--- src/rtl/uart_rx_param.sv ---
// ---------------------------------------------------------------------------
// uart_rx_param
//   Parametrised UART receiver with a valid/ready holding register.
//   The serial line passes through a two-flop synchroniser. Each bit is
//   decided by a majority vote of three samples taken around the middle of
//   the bit period, which is measured by counting tick_in pulses. The
//   frame completes half-way through the last stop bit so that a following
//   start edge is never missed.
//
// Ports
//   clk          system clock
//   rst_n        asynchronous active-low reset
//   tick_in      one-clk pulse, OVERSAMPLE pulses per bit period
//   rx_data      serial line, idle high, asynchronous to clk
//   rx_ready     consumer accepts the held word this cycle
//   data_out     received word, stable while rx_valid is high
//   rx_valid     held word available
//   parity_err   parity mismatch on the held word
//   frame_err    a stop bit of the held word sampled low
//   overrun_err  an unconsumed word was overwritten by the held word
//   busy         receiver is inside a frame
// ---------------------------------------------------------------------------
module uart_rx_param #(
  parameter int unsigned DATA_BITS  = 8,
  parameter int unsigned OVERSAMPLE = 16,
  parameter int unsigned PARITY_EN  = 0,
  parameter int unsigned PARITY_ODD = 0,
  parameter int unsigned STOP_BITS  = 1
) (
  input  logic                 clk,
  input  logic                 rst_n,
  input  logic                 tick_in,
  input  logic                 rx_data,
  input  logic                 rx_ready,
  output logic [DATA_BITS-1:0] data_out,
  output logic                 rx_valid,
  output logic                 parity_err,
  output logic                 frame_err,
  output logic                 overrun_err,
  output logic                 busy
);

  localparam int unsigned SCNT_W = $clog2(OVERSAMPLE);
  localparam int unsigned BCNT_W = $clog2(DATA_BITS + 1);
  localparam int unsigned MID    = OVERSAMPLE / 2;

  // Sample points around mid-bit and the last tick of a bit period
  localparam logic [SCNT_W-1:0] S_LO  = SCNT_W'(MID - 1);
  localparam logic [SCNT_W-1:0] S_MID = SCNT_W'(MID);
  localparam logic [SCNT_W-1:0] S_HI  = SCNT_W'(MID + 1);
  localparam logic [SCNT_W-1:0] S_END = SCNT_W'(OVERSAMPLE - 1);

  localparam logic [BCNT_W-1:0] B_LAST_DATA = BCNT_W'(DATA_BITS - 1);
  localparam logic [BCNT_W-1:0] B_LAST_STOP = BCNT_W'(STOP_BITS - 1);

  typedef enum logic [2:0] {
    ST_IDLE,
    ST_START,
    ST_DATA,
    ST_PARITY,
    ST_STOP
  } state_e;

  // Frame tracking
  state_e                state_q, state_d;
  logic [SCNT_W-1:0]     scnt_q, scnt_d;
  logic [BCNT_W-1:0]     bcnt_q, bcnt_d;
  logic [1:0]            samp_q, samp_d;
  logic                  vote_q, vote_d;
  logic [DATA_BITS-1:0]  shift_q, shift_d;
  logic                  perr_q, perr_d;
  logic                  ferr_q, ferr_d;

  // Holding register
  logic [DATA_BITS-1:0]  data_q, data_d;
  logic                  valid_q, valid_d;
  logic                  par_err_q, par_err_d;
  logic                  frm_err_q, frm_err_d;
  logic                  ovr_err_q, ovr_err_d;
  logic                  busy_q, busy_d;

  // Synchroniser and edge detect
  logic                  meta_q;
  logic                  rx_s_q;
  logic                  rx_prev_q;

  logic                  fall_c;
  logic                  vote_c;
  logic                  bit_end_c;
  logic                  done_c;

  // Two-flop synchroniser plus one history flop for falling-edge detect
  always_ff @(posedge clk or negedge rst_n) begin
    if (!rst_n) begin
      meta_q    <= 1'b1;
      rx_s_q    <= 1'b1;
      rx_prev_q <= 1'b1;
    end else begin
      meta_q    <= rx_data;
      rx_s_q    <= meta_q;
      rx_prev_q <= rx_s_q;
    end
  end

  assign fall_c    = rx_prev_q & ~rx_s_q;
  assign bit_end_c = (scnt_q == S_END);

  // Majority of the two stored samples and the one being taken now
  assign vote_c = (samp_q[0] & samp_q[1]) |
                  (samp_q[0] & rx_s_q)    |
                  (samp_q[1] & rx_s_q);

  // State and datapath registers
  always_ff @(posedge clk or negedge rst_n) begin
    if (!rst_n) begin
      state_q   <= ST_IDLE;
      scnt_q    <= '0;
      bcnt_q    <= '0;
      samp_q    <= '0;
      vote_q    <= 1'b0;
      shift_q   <= '0;
      perr_q    <= 1'b0;
      ferr_q    <= 1'b0;
      data_q    <= '0;
      valid_q   <= 1'b0;
      par_err_q <= 1'b0;
      frm_err_q <= 1'b0;
      ovr_err_q <= 1'b0;
      busy_q    <= 1'b0;
    end else begin
      state_q   <= state_d;
      scnt_q    <= scnt_d;
      bcnt_q    <= bcnt_d;
      samp_q    <= samp_d;
      vote_q    <= vote_d;
      shift_q   <= shift_d;
      perr_q    <= perr_d;
      ferr_q    <= ferr_d;
      data_q    <= data_d;
      valid_q   <= valid_d;
      par_err_q <= par_err_d;
      frm_err_q <= frm_err_d;
      ovr_err_q <= ovr_err_d;
      busy_q    <= busy_d;
    end
  end

  // Next-state, bit sampling and holding-register update
  always_comb begin
    state_d   = state_q;
    scnt_d    = scnt_q;
    bcnt_d    = bcnt_q;
    samp_d    = samp_q;
    vote_d    = vote_q;
    shift_d   = shift_q;
    perr_d    = perr_q;
    ferr_d    = ferr_q;
    data_d    = data_q;
    valid_d   = valid_q;
    par_err_d = par_err_q;
    frm_err_d = frm_err_q;
    ovr_err_d = ovr_err_q;
    done_c    = 1'b0;

    unique case (state_q)
      ST_IDLE: begin
        // Edge detect runs every clk; a line held low cannot retrigger
        if (fall_c) begin
          state_d = ST_START;
          scnt_d  = '0;
          bcnt_d  = '0;
          perr_d  = 1'b0;
          ferr_d  = 1'b0;
        end
      end
      default: begin
        if (tick_in) begin
          scnt_d = bit_end_c ? '0 : scnt_q + SCNT_W'(1);
          if (scnt_q == S_LO)  samp_d[0] = rx_s_q;
          if (scnt_q == S_MID) samp_d[1] = rx_s_q;
          if (scnt_q == S_HI)  vote_d    = vote_c;

          case (state_q)
            ST_START: begin
              // A start bit that votes high was a glitch
              if (bit_end_c) state_d = vote_q ? ST_IDLE : ST_DATA;
            end
            ST_DATA: begin
              if (bit_end_c) begin
                shift_d = {vote_q, shift_q[DATA_BITS-1:1]};
                if (bcnt_q == B_LAST_DATA) begin
                  bcnt_d  = '0;
                  state_d = (PARITY_EN != 0) ? ST_PARITY : ST_STOP;
                end else begin
                  bcnt_d = bcnt_q + BCNT_W'(1);
                end
              end
            end
            ST_PARITY: begin
              if (bit_end_c) begin
                perr_d  = ((^shift_q) ^ vote_q) != 1'(PARITY_ODD);
                state_d = ST_STOP;
              end
            end
            ST_STOP: begin
              // Last stop bit completes at the third sample, mid-bit
              if ((bcnt_q == B_LAST_STOP) && (scnt_q == S_HI)) begin
                done_c  = 1'b1;
                state_d = ST_IDLE;
              end else if (bit_end_c) begin
                if (!vote_q) ferr_d = 1'b1;
                bcnt_d = bcnt_q + BCNT_W'(1);
              end
            end
            default: ;
          endcase
        end
      end
    endcase

    // Consumer handshake drops the held word
    if (valid_q && rx_ready) begin
      valid_d   = 1'b0;
      par_err_d = 1'b0;
      frm_err_d = 1'b0;
      ovr_err_d = 1'b0;
    end

    // A completing frame takes priority over the handshake clear
    if (done_c) begin
      data_d    = shift_q;
      valid_d   = 1'b1;
      par_err_d = perr_q;
      frm_err_d = ferr_q | ~vote_c;
      ovr_err_d = valid_q & ~rx_ready;
    end
  end

  assign busy_d = (state_d != ST_IDLE);

  assign data_out    = data_q;
  assign rx_valid    = valid_q;
  assign parity_err  = par_err_q;
  assign frame_err   = frm_err_q;
  assign overrun_err = ovr_err_q;
  assign busy        = busy_q;

endmodule

--- config.mk ---
export PLATFORM = sky130hd
export DESIGN_NAME = uart_rx_param
export DESIGN_NICKNAME = d
export VERILOG_FILES = /design/src/rtl/uart_rx_param.sv
export SDC_FILE = /design/constraint.sdc
export NUM_CORES = 1
export LEC_CHECK = 0
export ABC_AREA = 1
export BUFFER_PORTS_ARGS = -buffer_cell sky130_fd_sc_hd__buf_2
export CELL_PAD_IN_SITES_DETAIL_PLACEMENT = 0
export CELL_PAD_IN_SITES_GLOBAL_PLACEMENT = 1
export CORE_MARGIN = 1.5
export CORE_UTILIZATION = 47
export CTS_CLUSTER_SIZE = 8
export DETAILED_ROUTE_END_ITERATION = 8
export PLACE_DENSITY = 0.9
export REMOVE_ABC_BUFFERS = 1
export SYNTH_ARGS = -nofsm -noshare
export SYNTH_HDL_FRONTEND = slang
export SYNTH_SLANG_ARGS = --single-unit
--- constraint.sdc ---
create_clock -name clk -period 2.6 [get_ports clk]
set_input_delay 0.39 -clock clk [delete_from_list [all_inputs] [get_ports clk]]
set_output_delay 0.39 -clock clk [all_outputs]
set_load 0.005 [all_outputs]
Word-level counts from Yosys, hierarchy flattened --
Index checks and enable logic that the tools add are counted.
Word-level totals: flip-flop bits (word level) 40, output and inout port bits 13
Operators by class: add/subtract/negate cells 2, equal/unequal tests 15, mux-type cells 41, bitwise operators 13, reduce and logical (&&, ||, !) cells 20
Operator list (count):
- $mux W4 | 10
- $mux W3 | 8
- $mux W1 | 20
- $eq A4 B4 Y1 const B | 3
- $pmux W3 S4 | 1
- $reduce_and A6 Y1 | 2
- $reduce_bool A2 Y1 | 5
- $reduce_and A3 Y1 | 3
- $add A4 B1 Y4 const B | 2
- $eq A4 B3 Y1 const B | 2
- $pmux W4 S2 | 1
- $reduce_and A4 Y1 | 2
- $reduce_xor A8 Y1 | 1
- $eq A3 B2 Y1 const B | 2
- $ne A3 B2 Y1 const B | 2
- $reduce_bool A3 Y1 | 2
- $and A1 B1 Y1 | 5
- $logic_not A4 Y1 | 1
- $ne A2 B1 Y1 const B | 2
- $not A1 Y1 | 4
- $eq A3 B1 Y1 const B | 1
- $eq A3 B3 Y1 const B | 1
- $logic_not A3 Y1 | 1
- $ne A3 B3 Y1 const B | 1
- 6 further kinds | 9

Depth between registers and ports, before layout --
Gate-level depths: netlist of the first run.
word-level depth 7, depth in mapped cells 10, gate-level depth less buffers 10

Worst setup path after synthesis of the first run --
OpenSTA, ideal clock, no wires.
path type reg2reg, start point register scnt_q[1], end point register data_q[7], in the netlist data_out[7], library setup time 122 ps, data arrival time 1216 ps, setup slack 1262 ps, cell stages (with the launch flop) 9, buffers on the path 1, clock period less this slack 1338 ps, cell sequence dfrtp_1 -> inv_1 -> ha_1 -> nand3_1 -> nor2_1 -> nand3_1 -> buf_2 -> nand2_1 -> o21ai_1
Between the ends: longest elaborated chain between the ends 6
RTL lines:
- start: declaration | RTL line 66 | logic [SCNT_W-1:0] scnt_q, scnt_d;
- start signal: assignment | RTL line 132 | scnt_q <= scnt_d;
- $eq A4 B4 Y1 | RTL line 207 | if ((bcnt_q == B_LAST_STOP) && (scnt_q == S_HI)) begin
- $logic_and A1 B1 Y1 | RTL line 207
- $mux W1 | RTL line 207
- $mux W1 | RTL line 183 | case (state_q)
- $mux W1 | RTL line 177 | if (tick_in) begin
- $mux W1 | RTL line 165 | unique case (state_q)
- end signal: assignment | RTL line 139 | data_q <= data_d;
- end: declaration | RTL line 75 | logic [DATA_BITS-1:0] data_q, data_d;
Every way passes these cells. A chain may end at the register's enable or synchronous reset.

Worst setup path after layout of the first run --
start point register scnt_q[1], end point register data_q[0], in the netlist data_out[0]
The elaborated chain is that of the path after synthesis.

==> reports/qor.csv, run 1 <==
stage;metric;value;unit
layout;total inserted antenna cells;0;
worst_setup_path;crit path launch type;flop;
sta;fmax;532;MHz
route;routed wire length;3800;um
logic_synthesis;synth warn;0;
sta;max_slew headroom;42.4;%
power;Total Power;1.42;mW
worst_setup_path;crit path kind;reg -> reg;
worst_setup_path;Most common cell on crit path;nand3_1;
placement;PortBufs;17;
placement;Placer Congestion;0.862;
sta;Final Skew;0.00464;ns
worst_setup_path;Worst Path Required;2.78;ns
logic_synthesis;Distinct cells, synth;32;
logic_synthesis;post-synth top area share;44.3;%
floorplanning;Initial Util;48.4;%
clocking;Worst-path clk slew;0.07;ns
grt;largest net degree at the start of global routing;41;
sta;Final Cycle Share;72.3;%
sta;Hold Violations, Final;0;
grt;vias in the first global route;1535;
route;first drt pass iteration count;4;
sta;final critical-path required period;1.88;ns
clocking;Num CTS Buffers;5;
logic_synthesis;Mapped Cells;261;
run_status;outcome;finished clean;
hold_path;hold crit path type;in -> reg;
route;Routed Antenna Nets;0;
clocking;clk buf depth;2;
clocking;TritonCTS clock tree;yes;
logic_synthesis;ys async rst share;100;%
route;vias per cell;4.89;
logic_synthesis;cell taking the most area after synthesis;dfrtp_1;
worst_setup_path;crit path max-delay cell type;nand3_1;
power;PwrDens;607;nW/um2
power;clock share of power;34.8;%
logic_synthesis;Synth Register Bits;40;
route;DRC;0;
placement;placed instance count;328;
sta;TNS Setup;0;ns
floorplanning;io pins;18;
power;Sw Pwr;0.390;mW
power;sequential group share of total power;51.3;%
sta;RSZ-0062 raised after global routing;no;
clocking;CTS root buffer;clkbuf_8;
layout;Syn-to-layout area delta;11.7;%
layout;Post-Layout Cell Count;336;
worst_setup_path;CP max stage delay;0.39;ns
floorplanning;Die Y-Extent;69.7;um
clocking;CTS HTree Levels;2;
clocking;clock sinks;40;
logic_synthesis;Main synth FF type;dfrtp_1;
grt;first-pass GRT wire length;6990;um
floorplanning;die area;4860;um2
route;total number of vias;1643;
clocking;# hold bufs at CTS;0;
worst_setup_path;crit path DAT;2.07;ns
route;DR iter-0 viols;116;
logic_synthesis;mapped cell area;2090;um2
grt;grt ovf;0;
grt;All-Layer GR Usage;18.2;%
route;wire per inst;11.3;um
power;Int Pwr;1.03;mW
placement;Post-Place Worst Slack;0.724;ns
clocking;Setup Fix Bufs, Post-CTS;0;
sta;fin. max-slew vios;0;
power;leakage;1.21;nW
layout;fin nets;293;
flow_run;max-cap viol count;0;
sta;worst-margin pin slew;0.864;ns
floorplanning;Die Span X;69.7;um
clocking;worst skew pair latency;0.29;ns
power;sw frac;27.5;%
clocking;post-cts gate resize count;0;
logic_synthesis;top post-synthesis cells by area;dfrtp_1 (44%), nand2_1 (14%), inv_1 (5.2%);
floorplanning;row count;24;
worst_setup_path;Critical Path, Cell by Cell;inv_1, ha_1, nand3_1, nor2_1, nand3_1, buf_4, nand2_1, o21ai_1;
power;maximum vdd drop;0.319;mV
worst_setup_path;crit end category;flop;
sta;Final Setup Violations;0;
worst_setup_path;worst-path maximum fanout;11;
layout;Layout fillers;433;
grt;initial antenna violation count;0;
logic_synthesis;EDFF count, synth;0;
logic_synthesis;Seq/Total Area, Yosys;48.0;%
power;combinational group share of total power;14.0;%
layout;layout cells sized above 1;17.6;%
logic_synthesis;Syn Area/Cell;8.02;um2
placement;hpwl dp;2830;um
sta;final worst slack;0.719;ns
floorplanning;Placeable Area;4320;um2
==> worst max-delay path, delay by kind of cell, from the launching register on <==
kind / cells / cell delay [ns]
compound gates: 1 / 0.05
fa+ha+maj: 1 / 0.15
buf+inv: 2 / 0.43
flops: 1 / 0.38
simple gates: 4 / 0.76
==> flip-flops by register name, indices dropped and copies added, names as in the netlist, 2 cells and up <==
signal    flops
samp_q        2
state_q       3
data_out      8
scnt_q        4
bcnt_q        4
shift_q       8
==> worst paths after layout <==
check	depth (start not counted)	slack [ns]	startpoint	to
setup / recovery	8	0.72	scnt_q[1]	data_out[0]
hold reg to reg	0	0.36	meta_q	rx_s_q
min in group asynchronous	1	0.21	rst_n	samp_q[1]
setup reg to reg	8	0.72	scnt_q[1]	data_out[0]
max in group asynchronous	1	1.86	rst_n	shift_q[7]
hold / removal	1	0.19	rx_data	meta_q
==> per-stage QoR <==
stage	utilization [%]	instance area [um2]	hold WS [ns]
6_report	54.0	2340	0.186
3_3_place_gp	51.5	2230	0.350
4_1_cts	54.0	2340	0.179
2_1_floorplan	-	2070	0.0944
5_1_grt	54.0	2340	0.173
3_5_place_dp	51.5	2230	0.348
==> layer usage <==
metal  vias up  global-route usage (%)  wire length [um]
met1       730                    25.9              1990
met5         -                       0                 0
met4         0                    7.69                68
met2        27                    26.6              1620
met3         7                    4.51               129
li1        879                       -                 -
==> layout make-up <==
cell class                 instances  area (um2)  area share [%]
tap                               52        65.1            2.79
clock inverter                     2        35.0            1.50
clock buffer                       6        72.6            3.11
inverter                          38         148            6.32
timing repair buffer              18        92.6            3.96
multi-input combinational        180         918            39.3
sequential                        40        1000            43.0
==> synth_stat cells, drive strengths merged, types with 2 or more instances <==
library cell	number
a21oi	6
buf	3
dfrtp	37
dfstp	3
ha	5
inv	38
nand2	83
nand3	17
nand4	3
nor2	26
nor3	2
o21ai	31
==> cells by family (layout without fill, tap and decap cells) <==
kind of cell	Yosys count	count (layout)	synth area share, %
buffers and inverters	41	64	8.07
AOI/OAI and AO/OA	42	42	10.8
and+or+nand+nor	132	132	29.7
adders and majority gates	5	5	2.99
xor gates and xnor gates	1	1	0.419
DFF	40	40	48.0
==> cells in the final DEF, fill, tap and decap left out, types with 2 or more instances in the layout <==
cell      instances
a21oi_1           6
buf_2            17
clkbuf_8          5
dfrtp_1          37
dfstp_2           3
ha_1              5
inv_1            29
inv_2             7
inv_4             2
nand2_1          78
nand2_4           3
nand3_1          15
nand4_1           3
nor2_1           22
nor2_4            2
nor3_1            2
o21ai_0          16
o21ai_1          14
==> power by group through the flow <==
stage | Combinational [mW] | Sequential, mW | Clock [mW]
finish | 0.198 | 0.727 | 0.493
global route | 0.234 | 0.734 | 0.530
CTS | 0.200 | 0.727 | 0.508
detailed placement | 0.199 | 0.738 | 0
global placement | 0.195 | 0.738 | 0
floorplan | 0.153 | 0.724 | 0
Note: power is estimated with default switching activity, not from simulation.
==> run 2, diff against run 1 <==
--- a/config.mk
+++ b/config.mk
@@ -5,15 +5,15 @@
 export SDC_FILE = /design/constraint.sdc
 export NUM_CORES = 1
 export LEC_CHECK = 0
-export ABC_AREA = 1
+export ABC_AREA = 0
 export BUFFER_PORTS_ARGS = -buffer_cell sky130_fd_sc_hd__buf_2
 export CELL_PAD_IN_SITES_DETAIL_PLACEMENT = 0
 export CELL_PAD_IN_SITES_GLOBAL_PLACEMENT = 1
 export CORE_MARGIN = 1.5
-export CORE_UTILIZATION = 47
+export CORE_UTILIZATION = 42
 export CTS_CLUSTER_SIZE = 8
 export DETAILED_ROUTE_END_ITERATION = 8
-export PLACE_DENSITY = 0.9
+export PLACE_DENSITY = 0.81
 export REMOVE_ABC_BUFFERS = 1
 export SYNTH_ARGS = -nofsm -noshare
 export SYNTH_HDL_FRONTEND = slang
==> constraint.sdc (replaced) <==
create_clock -name clk -period 1.6 [get_ports clk]
set_input_delay 0.24 -clock clk [delete_from_list [all_inputs] [get_ports clk]]
set_output_delay 0.24 -clock clk [all_outputs]
set_load 0.005 [all_outputs]
==> reports/qor.csv, run 2 <==
stage;metric;value;unit;change
run_status;outcome;finished, violations left;;
run_status;failing checks;negative setup slack;;
placement;placed cell areas;2360;um2;+6.0%
clocking;clk buf depth;2;;unchanged
worst_setup_path;crit path max-delay cell type;dfrtp_1;;
worst_setup_path;family with the most delay on the worst path;adder cells;;
placement;Placer Congestion;0.838;;-2.8%
logic_synthesis;mapped cell area;1970;um2;-5.8%
route;routed wire length;4490;um;+18%
clocking;TritonCTS clock tree;yes;;
power;clock share of power;19.8;%;-15 points
logic_synthesis;cell taking the most area after synthesis;dfrtp_1;;
worst_setup_path;Worst Path Required;1.78;ns;-1.00 ns
sta;RSZ-0062 raised after global routing;yes;;
power;sequential group share of total power;40.7;%;-11 points
worst_setup_path;worst reg2reg startpoint;scnt_q[0];;
hold_path;Min-Delay Endpoint;meta_q;;
worst_setup_path;Critical R2R Capture;bcnt_q[0];;
layout;layout cells sized above 1;52.9;%;+35 points
logic_synthesis;EDFF count, synth;0;;unchanged
logic_synthesis;Distinct cells, synth;53;;+66%
layout;FF+latch area;1010;um2;+0.37%
sta;Final Skew;0.00605;ns;+0.00141 ns
worst_setup_path;Bufs and invs on worst path;0;;-2
logic_synthesis;post-synth top area share;47.0;%;+2.7 points
power;leakage;1.32;nW;+8.9%
logic_synthesis;Syn Area/Cell;12.0;um2;+50%
grt;first-pass GRT wire length;7220;um;+3.3%
sta;final critical-path required period;1.77;ns;-0.114 ns
logic_synthesis;Mapped Cells;164;;-37%
worst_setup_path;crit path launch type;flop;;
power;sw frac;34.6;%;+7.1 points
worst_setup_path;Critical Path, Cell by Cell;ha_4, nand3_4, maj3_2, or3_4, mux2_4;;
sta;fin. max-slew vios;0;;unchanged
worst_setup_path;crit path DAT;1.95;ns;-0.12 ns
grt;initial antenna violation count;0;;unchanged
grt;vias in the first global route;1495;;-2.6%
sta;fmax;566;MHz;+6.5%
logic_synthesis;cell with the most instances after synthesis;dfrtp_1;;
logic_synthesis;Synth Register Bits;40;;unchanged
layout;Multi-input gate area;1060;um2;+15%
sta;Hold Violations, Final;0;;unchanged
worst_setup_path;crit end category;flop;;
clocking;Num CTS Buffers;5;;unchanged
grt;largest net degree at the start of global routing;23;;-44%
clocking;CTS root buffer;clkbuf_8;;
route;first drt pass iteration count;7;;+3
sta;final worst slack;-0.167;ns;-0.886 ns
hold_path;HP Start;rx_data;;
route;DRC;0;;unchanged
worst_setup_path;crit path kind;reg -> reg;;
route;total number of vias;1519;;-7.5%
placement;hpwl dp;3060;um;+8.2%
hold_path;hold crit path type;in -> reg;;
route;vias per cell;5.44;;+11%
layout;commonest non-fill, non-tap cell in the layout;buf_4;;
layout;fin nets;236;;-19%
placement;PortBufs;17;;unchanged
floorplanning;Die Span X;71.5;um;+2.6%
sta;Final Setup Violations;24;;+24
logic_synthesis;Seq/Total Area, Yosys;51.0;%;+3.0 points
floorplanning;die area;5110;um2;+5.2%
logic_synthesis;ys async rst share;100;%;unchanged
floorplanning;Die Y-Extent;71.5;um;+2.6%
sta;worst-margin pin slew;0.495;ns;-0.369 ns
grt;All-Layer GR Usage;18.3;%;+0.059 points
clocking;CTS HTree Levels;2;;unchanged
layout;Final Cell Area;2700;um2;+15%
worst_setup_path;Reg2Reg Depth;5;;-3
worst_setup_path;worst-path maximum fanout;3;;-8
floorplanning;Initial Util;44.3;%;-4.0 points
power;maximum vdd drop;0.648;mV;+100%
grt;grt ovf;0;;unchanged
layout;total inserted antenna cells;0;;unchanged
layout;Layout fillers;363;;-16%
logic_synthesis;synth warn;0;;unchanged
clocking;worst skew pair latency;0.29;ns;about the same
route;wire per inst;16.1;um;+42%
power;Sw Pwr;1.15;mW;+190%
floorplanning;Placeable Area;4440;um2;+2.8%
logic_synthesis;top post-synthesis cells by area;dfrtp_1 (47%), mux2_2 (10%), dfstp_2 (4.0%);;
floorplanning;row count;24;;unchanged
sta;Final Cycle Share;110;%;+38 points
route;DR iter-0 viols;62;;-47%
logic_synthesis;Main synth FF type;dfrtp_1;;
clocking;clock sinks;40;;unchanged
sta;Hold Slack;0.0431;ns;-0.143 ns
sta;max_slew headroom;67.0;%;+25 points
worst_setup_path;CP max stage delay;0.42;ns;+0.03 ns
power;combinational group share of total power;39.5;%;+26 points
layout;commonest non-fill, non-tap cells in the layout;buf_4 (37), dfrtp_1 (34), buf_2 (17);;
worst_setup_path;R2R Setup Slk;-0.17;ns;-0.89 ns
placement;Post-Place Worst Slack;-0.208;ns;-0.932 ns
hold_path;Hold Path Stages;1;;unchanged
power;Int Pwr;2.17;mW;+110%
flow_run;max-cap viol count;0;;unchanged
layout;Syn-to-layout area delta;36.8;%;
floorplanning;io pins;18;;unchanged
route;Routed Antenna Nets;0;;unchanged
logic_synthesis;synth cell count leaders;dfrtp_1 (37), mux2_2 (18), o21ai_0 (12);;
power;PwrDens;1230;nW/um2;+100%
clocking;Worst-path clk slew;0.08;ns;about the same
run 2: cells by family (layout without fill, tap and decap cells):
family | count (synthesis) | count (layout) | share of synthesized area, %
buf+inv | 15 | 78 | 3.30
compound gates | 30 | 30 | 10.9
simple gates | 45 | 45 | 15.2
xor+xnor | 7 | 7 | 3.81
mux | 20 | 20 | 11.6
fa+ha+maj | 7 | 7 | 4.25
flops | 40 | 40 | 51.0
run 2: worst max path at each step:
stage	startpoint	endpoint	slack (ns)	cells past startpoint
6_report	scnt_q[0]	bcnt_q[0]	-0.17	5
3_5_place_dp	scnt_q[1]	bcnt_q[0]	-0.21	5
2_1_floorplan	scnt_q[0]	bcnt_q[0]	-0.27	5
4_1_cts	scnt_q[1]	data_out[7]	-0.17	7
5_1_grt	bcnt_q[0]	data_out[7]	-0.24	7
3_3_place_gp	bcnt_q[1]	data_out[7]	-0.16	7
run 2: power groups by stage:
stage | Sequential [mW] | Clock (mW) | Combinational (mW)
global placement | 1.31 | 0 | 1.03
finish | 1.35 | 0.657 | 1.31
detailed placement | 1.33 | 0 | 1.08
CTS | 1.33 | 0.677 | 1.16
global route | 1.37 | 0.721 | 1.42
floorplan | 1.35 | 0 | 0.499
run 2: metrics by stage:
stage          TNS [ns]  util [%]  total power, mW  instances
3_3_place_gp      -2.25      53.1             2.34        262
5_1_grt           -4.32      60.6             3.51        279
6_report          -2.41      60.6             3.32        279
4_1_cts           -2.18      57.8             3.17        274
3_5_place_dp      -2.92      53.1             2.40        262
2_1_floorplan     -3.19         -             1.85        159
run 2: layout make-up:
type | count | area share, %
clock inverter | 3 | 0.696
sequential | 40 | 37.4
inverter | 10 | 1.39
multi-input combinational | 109 | 39.3
clock buffer | 5 | 2.55
timing repair buffer | 60 | 16.2
tap | 52 | 2.41
run 2: timing repair:
action,CTS,global route
endpoints found under the setup margin,28,32
pin swaps,6,7
buffers inserted,3,5
hold buffers,1,0
hold endpoints to repair,19,0
gates resized for setup,19,25
gates cloned,0,0
run 2: per-layer routing:
layer  GRT usage (%)  share of wire, %
met3            5.06               3.8
met5               0                 0
met1            24.0                46
met4            7.34               2.9
met2            28.9                47
run 2: worst register-to-register path: stages (launching register included):
cell,delay [ns]
dfrtp_1,0.42
ha_4,0.18
nand3_4,0.08
maj3_2,0.32
or3_4,0.36
mux2_4,0.30
